`src/rtl/medidor_periodo_if.sv`:
```
// Signal bundle of medidor_periodo: slow input and restart toward the meter,
// per-edge tick, captured period, range flags and lock back from it.
interface medidor_periodo_if #(
  parameter int CNT_W = 28
);
  logic             sig_in;
  logic             clear;
  logic             tick;
  logic [CNT_W-1:0] period;
  logic             period_valid;
  logic             too_fast;
  logic             too_slow;
  logic             lock;
  logic [CNT_W-1:0] high_time;

  modport master (
    output sig_in, clear,
    input  tick, period, period_valid, too_fast, too_slow, lock, high_time
  );

  modport slave (
    input  sig_in, clear,
    output tick, period, period_valid, too_fast, too_slow, lock, high_time
  );
endinterface

```
`src/rtl/medidor_periodo.sv`:
```
// Period meter for a slow asynchronous input: synchronizes sig_in, pulses tick per rising edge,
// measures the period in clk cycles, flags out-of-range periods and reports lock.
// Define MEDIDOR_PERIODO_DUTY_EN to also measure the high time of each period on high_time.
module medidor_periodo #(
  parameter int CNT_W       = 28,
  parameter int PERIOD_MIN  = 2,
  parameter int PERIOD_MAX  = 100000000,
  parameter int LOCK_COUNT  = 4,
  parameter int SYNC_STAGES = 2
) (
  input logic              clk,
  input logic              reset,
  medidor_periodo_if.slave bus
);
  localparam int               RUN_W  = $clog2(LOCK_COUNT + 1);
  localparam logic [CNT_W-1:0] MIN_C  = CNT_W'(PERIOD_MIN);
  localparam logic [CNT_W-1:0] MAX_C  = CNT_W'(PERIOD_MAX);
  localparam logic [CNT_W-1:0] ONE_C  = CNT_W'(1);
  localparam logic [RUN_W-1:0] LOCK_C = RUN_W'(LOCK_COUNT);

  typedef enum logic [1:0] {WAIT_FIRST, MEASURE, LOCKED, LOST} state_t;

  logic [SYNC_STAGES-1:0] sync;
  logic                   hist;
  logic                   sync_out;
  logic                   rise;

  state_t           state, state_d;
  logic [CNT_W-1:0] cnt, cnt_d;
  logic [CNT_W-1:0] period_q, period_d;
  logic [RUN_W-1:0] run, run_d;
  logic             tick_q, tick_d;
  logic             valid_q, valid_d;
  logic             too_fast_q, too_fast_d;
  logic             too_slow_q, too_slow_d;
  logic             lock_q, lock_d;

  // NOTE: sequential state uses non-blocking assignments so every flop samples pre-edge values.
  always_ff @(posedge clk or negedge reset) begin
    if (!reset) begin
      sync <= '0;
      hist <= 1'b0;
    end else begin
      sync <= {sync[SYNC_STAGES-2:0], bus.sig_in};
      hist <= sync_out;
    end
  end

  assign sync_out = sync[SYNC_STAGES-1];
  assign rise     = sync_out & ~hist;

  always_ff @(posedge clk or negedge reset) begin
    if (!reset) begin
      state      <= WAIT_FIRST;
      cnt        <= '0;
      period_q   <= '0;
      run        <= '0;
      tick_q     <= 1'b0;
      valid_q    <= 1'b0;
      too_fast_q <= 1'b0;
      too_slow_q <= 1'b0;
      lock_q     <= 1'b0;
    end else begin
      state      <= state_d;
      cnt        <= cnt_d;
      period_q   <= period_d;
      run        <= run_d;
      tick_q     <= tick_d;
      valid_q    <= valid_d;
      too_fast_q <= too_fast_d;
      too_slow_q <= too_slow_d;
      lock_q     <= lock_d;
    end
  end

  always_comb begin
    // NOTE: every target gets a default first so no path through this block infers a latch.
    state_d    = state;
    cnt_d      = cnt;
    period_d   = period_q;
    run_d      = run;
    tick_d     = 1'b0;
    valid_d    = 1'b0;
    too_fast_d = too_fast_q;
    too_slow_d = too_slow_q;
    lock_d     = lock_q;

    if (bus.clear) begin
      // Restart wins over a coincident edge: no tick and the next edge is a first edge.
      state_d    = WAIT_FIRST;
      cnt_d      = '0;
      period_d   = '0;
      run_d      = '0;
      too_fast_d = 1'b0;
      too_slow_d = 1'b0;
      lock_d     = 1'b0;
    end else begin
      tick_d = rise;
      case (state)
        WAIT_FIRST, LOST: begin
          cnt_d = '0;
          if (rise) begin
            state_d    = MEASURE;
            cnt_d      = ONE_C;
            too_slow_d = 1'b0;
          end
        end
        default: begin
          if (rise) begin
            cnt_d    = ONE_C;
            period_d = cnt;
            valid_d  = 1'b1;
            if (cnt < MIN_C) begin
              too_fast_d = 1'b1;
              lock_d     = 1'b0;
              run_d      = '0;
              state_d    = MEASURE;
            end else begin
              too_fast_d = 1'b0;
              if (run != LOCK_C) run_d = run + RUN_W'(1);
              if (run_d == LOCK_C) begin
                lock_d  = 1'b1;
                state_d = LOCKED;
              end
            end
          end else if (cnt == MAX_C) begin
            // Timeout fires before cnt can exceed PERIOD_MAX, so cnt never wraps.
            state_d    = LOST;
            cnt_d      = '0;
            too_slow_d = 1'b1;
            lock_d     = 1'b0;
            run_d      = '0;
          end else begin
            cnt_d = cnt + ONE_C;
          end
        end
      endcase
    end
  end

  assign bus.tick         = tick_q;
  assign bus.period       = period_q;
  assign bus.period_valid = valid_q;
  assign bus.too_fast     = too_fast_q;
  assign bus.too_slow     = too_slow_q;
  assign bus.lock         = lock_q;

`ifdef MEDIDOR_PERIODO_DUTY_EN
  logic [CNT_W-1:0] hcnt;
  logic [CNT_W-1:0] high_time_q;
  logic             high_open;
  logic             fall;

  assign fall = ~sync_out & hist;

  always_ff @(posedge clk or negedge reset) begin
    if (!reset) begin
      hcnt        <= '0;
      high_time_q <= '0;
      high_open   <= 1'b0;
    end else if (bus.clear) begin
      hcnt        <= '0;
      high_time_q <= '0;
      high_open   <= 1'b0;
    end else if (rise) begin
      // A period with no falling edge was high throughout.
      if (high_open && valid_d) high_time_q <= period_d;
      hcnt      <= ONE_C;
      high_open <= 1'b1;
    end else if (high_open) begin
      if (fall) begin
        high_time_q <= hcnt;
        high_open   <= 1'b0;
      end else if (hcnt != MAX_C) begin
        hcnt <= hcnt + ONE_C;
      end
    end
  end

  assign bus.high_time = high_time_q;
`else
  assign bus.high_time = '0;
`endif

endmodule

```
`src/flat_wrapper.sv`:
```
// flat-port wrapper written by rule: the top's interface ports become plain ports
module medidor_periodo_flat 
#(
  parameter int CNT_W       = 28,
  parameter int PERIOD_MIN  = 2,
  parameter int PERIOD_MAX  = 100000000,
  parameter int LOCK_COUNT  = 4,
  parameter int SYNC_STAGES = 2
)
  (clk, reset, bus_sig_in, bus_clear, bus_tick, bus_period, bus_period_valid, bus_too_fast, bus_too_slow, bus_lock, bus_high_time);
  medidor_periodo_if #(.CNT_W(CNT_W)) bus_i ();
  input logic clk;
  input logic reset;
  input wire logic [$bits(bus_i.sig_in)-1:0] bus_sig_in;
  input wire logic [$bits(bus_i.clear)-1:0] bus_clear;
  output wire logic [$bits(bus_i.tick)-1:0] bus_tick;
  output wire logic [$bits(bus_i.period)-1:0] bus_period;
  output wire logic [$bits(bus_i.period_valid)-1:0] bus_period_valid;
  output wire logic [$bits(bus_i.too_fast)-1:0] bus_too_fast;
  output wire logic [$bits(bus_i.too_slow)-1:0] bus_too_slow;
  output wire logic [$bits(bus_i.lock)-1:0] bus_lock;
  output wire logic [$bits(bus_i.high_time)-1:0] bus_high_time;
  assign bus_i.sig_in = bus_sig_in;
  assign bus_i.clear = bus_clear;
  assign bus_tick = bus_i.tick;
  assign bus_period = bus_i.period;
  assign bus_period_valid = bus_i.period_valid;
  assign bus_too_fast = bus_i.too_fast;
  assign bus_too_slow = bus_i.too_slow;
  assign bus_lock = bus_i.lock;
  assign bus_high_time = bus_i.high_time;
  medidor_periodo #(.CNT_W(CNT_W), .PERIOD_MIN(PERIOD_MIN), .PERIOD_MAX(PERIOD_MAX), .LOCK_COUNT(LOCK_COUNT), .SYNC_STAGES(SYNC_STAGES)) u_core (.clk(clk), .reset(reset), .bus(bus_i));
endmodule
```
`config.mk`:
```
export PLATFORM = sky130hd
export DESIGN_NAME = medidor_periodo_flat
export DESIGN_NICKNAME = d
export VERILOG_FILES = /design/src/rtl/medidor_periodo_if.sv /design/src/rtl/medidor_periodo.sv /design/src/flat_wrapper.sv
export SDC_FILE = /design/constraint.sdc
export NUM_CORES = 1
export LEC_CHECK = 0
export ABC_AREA = 1
export BUFFER_PORTS_ARGS = -buffer_cell sky130_fd_sc_hd__buf_4
export CAP_MARGIN = 20
export CORE_MARGIN = 1.5
export CORE_UTILIZATION = 52
export CTS_CLUSTER_SIZE = 40
export DETAILED_ROUTE_END_ITERATION = 10
export PLACE_DENSITY = 0.86
export SLEW_MARGIN = 20
export SYNTH_ARGS = -nofsm -noshare
export SYNTH_HDL_FRONTEND = slang
export SYNTH_SLANG_ARGS = --single-unit
export TNS_END_PERCENT = 20
```
`constraint.sdc`:
```
create_clock -name clk -period 3.83 [get_ports clk]
set_input_delay 0.5745 -clock clk [delete_from_list [all_inputs] [get_ports clk]]
set_output_delay 0.5745 -clock clk [all_outputs]
set_load 0.005 [all_outputs]
```
After elaboration in Yosys (flattened, before gate mapping):

Cells that the tools add are included.

* multiplexer cells: 44
* equal/unequal tests: 9
* reduce and logical (&&, ||, !) cells: 10
* $mul: 0
* shift-type cells: 0
* order comparisons: 1
* $add $sub $neg: 2
* bitwise logic cells: 2
* div/mod/pow operators: 0

Operators by type and width (number)
* two-way mux 28 bit: 7
* two-way mux 3 bit: 10
* adder 28 x 1 -> 28 bit, second input constant: 1
* equality test 28 x 27 -> 1 bit, second input constant: 1
* less-than comparator 28 x 2 -> 1 bit, second input constant: 1
* two-way mux 1 bit: 20
* two-way mux 2 bit: 7
* AND reduction 3 bit: 3
* != test 3 bit, second input constant: 2
* nonzero test 3 bit: 2
* != test 5 bit, second input constant: 1
* != test 4 bit, second input constant: 1
* AND reduction 2 bit: 2
* adder 3 x 1 -> 3 bit, second input constant: 1
* equality test 3 bit, second input constant: 1
* != test 3 x 2 -> 1 bit, second input constant: 1
* equality test 2 bit, second input constant: 1
* zero test 2 bit: 1
* != test 2 bit, second input constant: 1
* nonzero test 2 bit: 1
* OR reduction 2 bit: 1
* bitwise AND 1 bit: 1
* inverter 1 bit: 1

* register bits: 69
* bits in latches: 0
* output and inout bits: 61
* logic and storage cells: 79
* bits in read-only memories: 0
* memory bits (writable): 0
* memories: 0
* bits of input ports: 4

Logic depth before layout (Yosys ltp):

* word-level depth: 12
* mapped depth: 13
* mapped depth without buffers: 13

Worst setup path after synthesis:

No wires, ideal clock.

* path type: register to register
* from: register u_core.cnt[0]
* to: register u_core.cnt[24]
* library setup time: 0.121 ns
* period minus slack after synthesis: 1.516 ns
* slack: 2.314 ns
* cell stages (with the launch flop): 9
* required time: 3.709 ns
* path buffers: 0
* data arrival time: 1.395 ns
* cells stage by stage: dfrtp_1 > ha_1 > nand3_1 > nor2_2 > nand3_1 > nor2_2 > nand3_1 > o21ai_2 > nor2_2

* longest elaborated chain between the ends: 5
* elaborated cells between the ends (all ways): 6

RTL lines
* start: declaration: RTL line medidor_periodo.sv:29 `logic [CNT_W-1:0] cnt, cnt_d;`
* start signal: assignment: RTL line medidor_periodo.sv:65 `cnt <= cnt_d;`
* adder 28 x 1 -> 28 bit / equality test 28 x 27 -> 1 bit (equally long branches): RTL line medidor_periodo.sv:134, medidor_periodo.sv:126
* two-way mux 28 bit (*): RTL line medidor_periodo.sv:126 `end else if (cnt == MAX_C) begin`
* two-way mux 28 bit (*): RTL line medidor_periodo.sv:109 `if (rise) begin`
* two-way mux 28 bit (*): RTL line medidor_periodo.sv:99 `case (state)`
* two-way mux 28 bit (*): RTL line medidor_periodo.sv:88 `if (bus.clear) begin`
* net u_core.cnt_d[24]: RTL line medidor_periodo.sv:29

Mark *: on every way through the listed nets, which the timed path passes. The rest lies on a longest branch.
A chain may end at the register's enable or synchronous reset.

Worst setup path after layout:

* from: register u_core.state[1]
* to: register u_core.lock_q, in the netlist u_core.bus.lock

* longest elaborated chain between the ends: 4
* elaborated cells between the ends (all ways): 5

RTL lines
* start: declaration: RTL line medidor_periodo.sv:28 `state_t state, state_d;`
* start signal: assignment: RTL line medidor_periodo.sv:64 `state <= state_d;`
* equality test 2 bit / zero test 2 bit (equally long branches): RTL line medidor_periodo.sv:99
* OR reduction 2 bit (*): RTL line medidor_periodo.sv:99
* != test 2 bit (no line) (*)
* AND reduction 3 bit (no line) (*)
* end signal: assignment: RTL line medidor_periodo.sv:72 `lock_q <= lock_d;`
* end: declaration: RTL line medidor_periodo.sv:36 `logic lock_q, lock_d;`

Every way passes the cells marked *; elsewhere a longest branch is shown, timed or not.

==> results.toml <==
[sta]
fin_ws_ns = 1.76
max_freq_mhz = 484
grt_setup_unrepaired = "no"
totalNegativeSetupSlack_ns = 0
finalSetupViolCount = 0
layout_worst_path_cycle_share_pct = 54.0
max_clock_skew_ns = 0.00420
timing.slew.headroom_pct = 33.8
slew_violations = 0
final.hold.worst_slack_ns = 0.316
worst-slew-pin-transition_ns = 0.992
min_clock_period_post_route_ns = 2.07
finalHoldViolCount = 0

[global_routing]
antenna_found_initial = 0
grt.overflow.total = 0
track_usage_pct = 23.9
grt_start_max_net_pins = 70
grt_first_pass_wirelength_um = 14000
first_global_vias = 2967

[synthesis]
synth_async_sr_flop_share_pct = 100
yosys_register_bits = 69
netlist_instances = 468
ys.warnings.count = 0
synth_enable_flop_cells = 0
synth_area_per_cell_um2 = 8.08
top_cell_type_by_total_area_after_synthesis = "sky130_fd_sc_hd__dfrtp_1"
synth.cells.most_frequent = "sky130_fd_sc_hd__nand2_1 (80), sky130_fd_sc_hd__dfrtp_1 (69), sky130_fd_sc_hd__nor2_1 (63)"
netlist-cell-type-count = 39
synth_sequential_area_ratio_pct = 45.7
mappedNetlistArea_um2 = 3780
ys.flop_type = "sky130_fd_sc_hd__dfrtp_1"
synth_top_cell_area_share_pct = 45.7
yosys-top-cells-area = "sky130_fd_sc_hd__dfrtp_1 (46%), sky130_fd_sc_hd__nand2_1 (7.9%), sky130_fd_sc_hd__nor2_1 (6.3%)"
yosysMostFrequentCell = "sky130_fd_sc_hd__nand2_1"

[cts]
cts_setup_buffers = 0
clk-insertion-delay-late_ns = 0.35
cts_tree = "yes"
cts-resized-gates = 0
cts-htree-levels = 3
clock_sinks = 69
cts-root-buf = "sky130_fd_sc_hd__clkbuf_8"
cts_hold_buf = 0
clock_buffer_count_from_cts = 9
worst_setup_hold_path_clk_slew_ns = 0.07
cts_max_path_buffers = 2

[floorplan]
die_ar_um2 = 7790
number_of_i_o_pins = 65
floorplan.core_area_um2 = 6910
fp.dieW_um = 88.3
num_rows = 30
start_util_pct = 54.8
die-height_um = 88.3

[worst_setup_path]
timing.rr.start = "u_core.state[1]"
timing.reg2reg.setup_slack_ns = 1.76
critPathCaptureType = "flop"
critPathMaxStageDelay_ns = 0.78
worstPathCellList = "xor2_2 > nor2_2 > inv_1 > nand2_2 > inv_2 > nand2_1 > nand2_1 > inv_1"
timing.reg2reg.worst_path_depth = 8
worst-path-max-fanout = 30
criticalPathCategory = "flop to flop"
cpMaxStageDelayCell = "sky130_fd_sc_hd__nor2_2"
r2r-end = "u_core.bus.lock"
buffers_and_inverters_on_the_worst_path = 3
critical_path.top_delay_family = "simple AND/OR/NAND/NOR gates"
startpoint_class = "flop"
cp_data_arrival_time_ns = 2.36
worstPathRequired_ns = 4.12

[power]
vdd_ir_drop_max_mv = 0.191
power_leakage_nw = 2.07
power_per_cell_area_nw_per_um2 = 394

[route]
first_iter_violations = 263
vias_per_cell = 5.32
route.detailed.wl_per_inst_um = 14.4
drc = 0
drt-total-wl_um = 8730
detail-route-antenna-nets = 0
firstDrtPassIters = 5
detailroute.via_count = 3224

[final_layout]
drive_gt1_share_pct = 20.0
final_net_count = 513
fin_area_um2 = 4270
area_growth_pct = 12.9
num_antenna_cells = 0
final_core_utilization_pct = 61.8

[placement]
place_congestion = 0.901
post_dp_cell_area_um2 = 4000
dpl_worst_slack_ns = 1.77
dp.final_hpwl_um = 6090
port_buffers = 36

[status]
status = "finished clean"

[run]
cap_viol_max_count = 0

[min_path]
worstHoldPathType = "primary input to asynchronous set/reset pin"
cell type report:
class	count	area, µm²
flip-flops and latches	69	1730
multi-input cells	334	1660
well taps	96	120
inverters	54	209
repair buffers	37	278
clock inverters	6	134
clock buffers	10	138
fillers	598	2640
metal layers:
layer,share of wire [%],global-route usage (%)
met2,51,40.7
met5,0,0
met1,41,29.7
met3,6.6,5.78
met4,1.5,8.52
power by group:
part / switching (mW) / total (mW) / leakage (nW) / internal [mW]
logic: 0.103 / 0.137 / 0.979 / 0.0341
clock network: 0.279 / 0.795 / 0.136 / 0.516
registers: 0.00994 / 0.750 / 0.951 / 0.740
worst reg2reg max path, stage by stage, from the launching register on:
cell                      delay, ns
sky130_fd_sc_hd__dfrtp_1       0.41
sky130_fd_sc_hd__xor2_2        0.23
sky130_fd_sc_hd__nor2_2        0.78
sky130_fd_sc_hd__inv_1         0.18
sky130_fd_sc_hd__nand2_2       0.18
sky130_fd_sc_hd__inv_2         0.06
sky130_fd_sc_hd__nand2_1       0.05
sky130_fd_sc_hd__nand2_1       0.06
sky130_fd_sc_hd__inv_1         0.06
cells by family (layout without fill, tap and decap cells):
family,after synthesis,count (layout),synth area share [%]
compound gates,75,75,10.5
simple gates,221,221,27.8
buf+inv,92,107,13.0
flops,69,69,45.7
other cells,1,28,0.0991
fa+ha+maj,4,4,1.32
xor+xnor,6,6,1.59
registers in the layout, summed over array words and instances (netlist names):
name / count
u_core.bus.period: 28
u_core.cnt: 28
u_core.run: 3
u_core.state: 2
u_core.sync: 2
u_core.bus.lock: 1
u_core.bus.period_valid: 1
u_core.bus.tick: 1
u_core.bus.too_fast: 1
u_core.bus.too_slow: 1
u_core.hist: 1
worst max path at each step:
stage	to	startpoint	slack, ns	cells after the start
after floorplan	u_core.cnt[24]	u_core.cnt[0]	2.31	8
after global placement	u_core.run[1]	bus_clear	1.86	7
after detailed placement	u_core.run[1]	bus_clear	1.77	7
after CTS	u_core.bus.lock	u_core.state[1]	1.81	8
after global routing	u_core.bus.lock	u_core.state[1]	1.57	8
final	u_core.bus.lock	u_core.state[1]	1.76	8
layout by cell type, fill, tap and decap left out, drive strengths merged:
master  synthesis  layout
nand2          93      93
nor2           82      82
dfrtp          69      69
o21ai          59      59
inv            53      53
buf            33      37
conb            1      28
nand3          23      23
nor3           15      15
a21oi          12      12
clkbuf          5      10
nand4           5       5
xor2            5       5
ha              4       4
bufinv          0       4
clkinv          1       3
nor4            2       2
a31oi           1       1
a32o            1       1
xnor2           1       1
o22ai           1       1
or2             1       1
o21bai          1       1
stage by stage:
| step | total power, mW | cells |
|---|---|---|
| 6_report | 1.68 | 606 |
| 5_1_grt | 1.74 | 606 |
| 4_1_cts | 1.69 | 606 |
| 3_5_place_dp | 0.899 | 590 |
| 3_3_place_gp | 0.893 | 590 |
| 2_1_floorplan | 0.882 | 495 |
No activity file was read; power rests on OpenSTA's default activity.
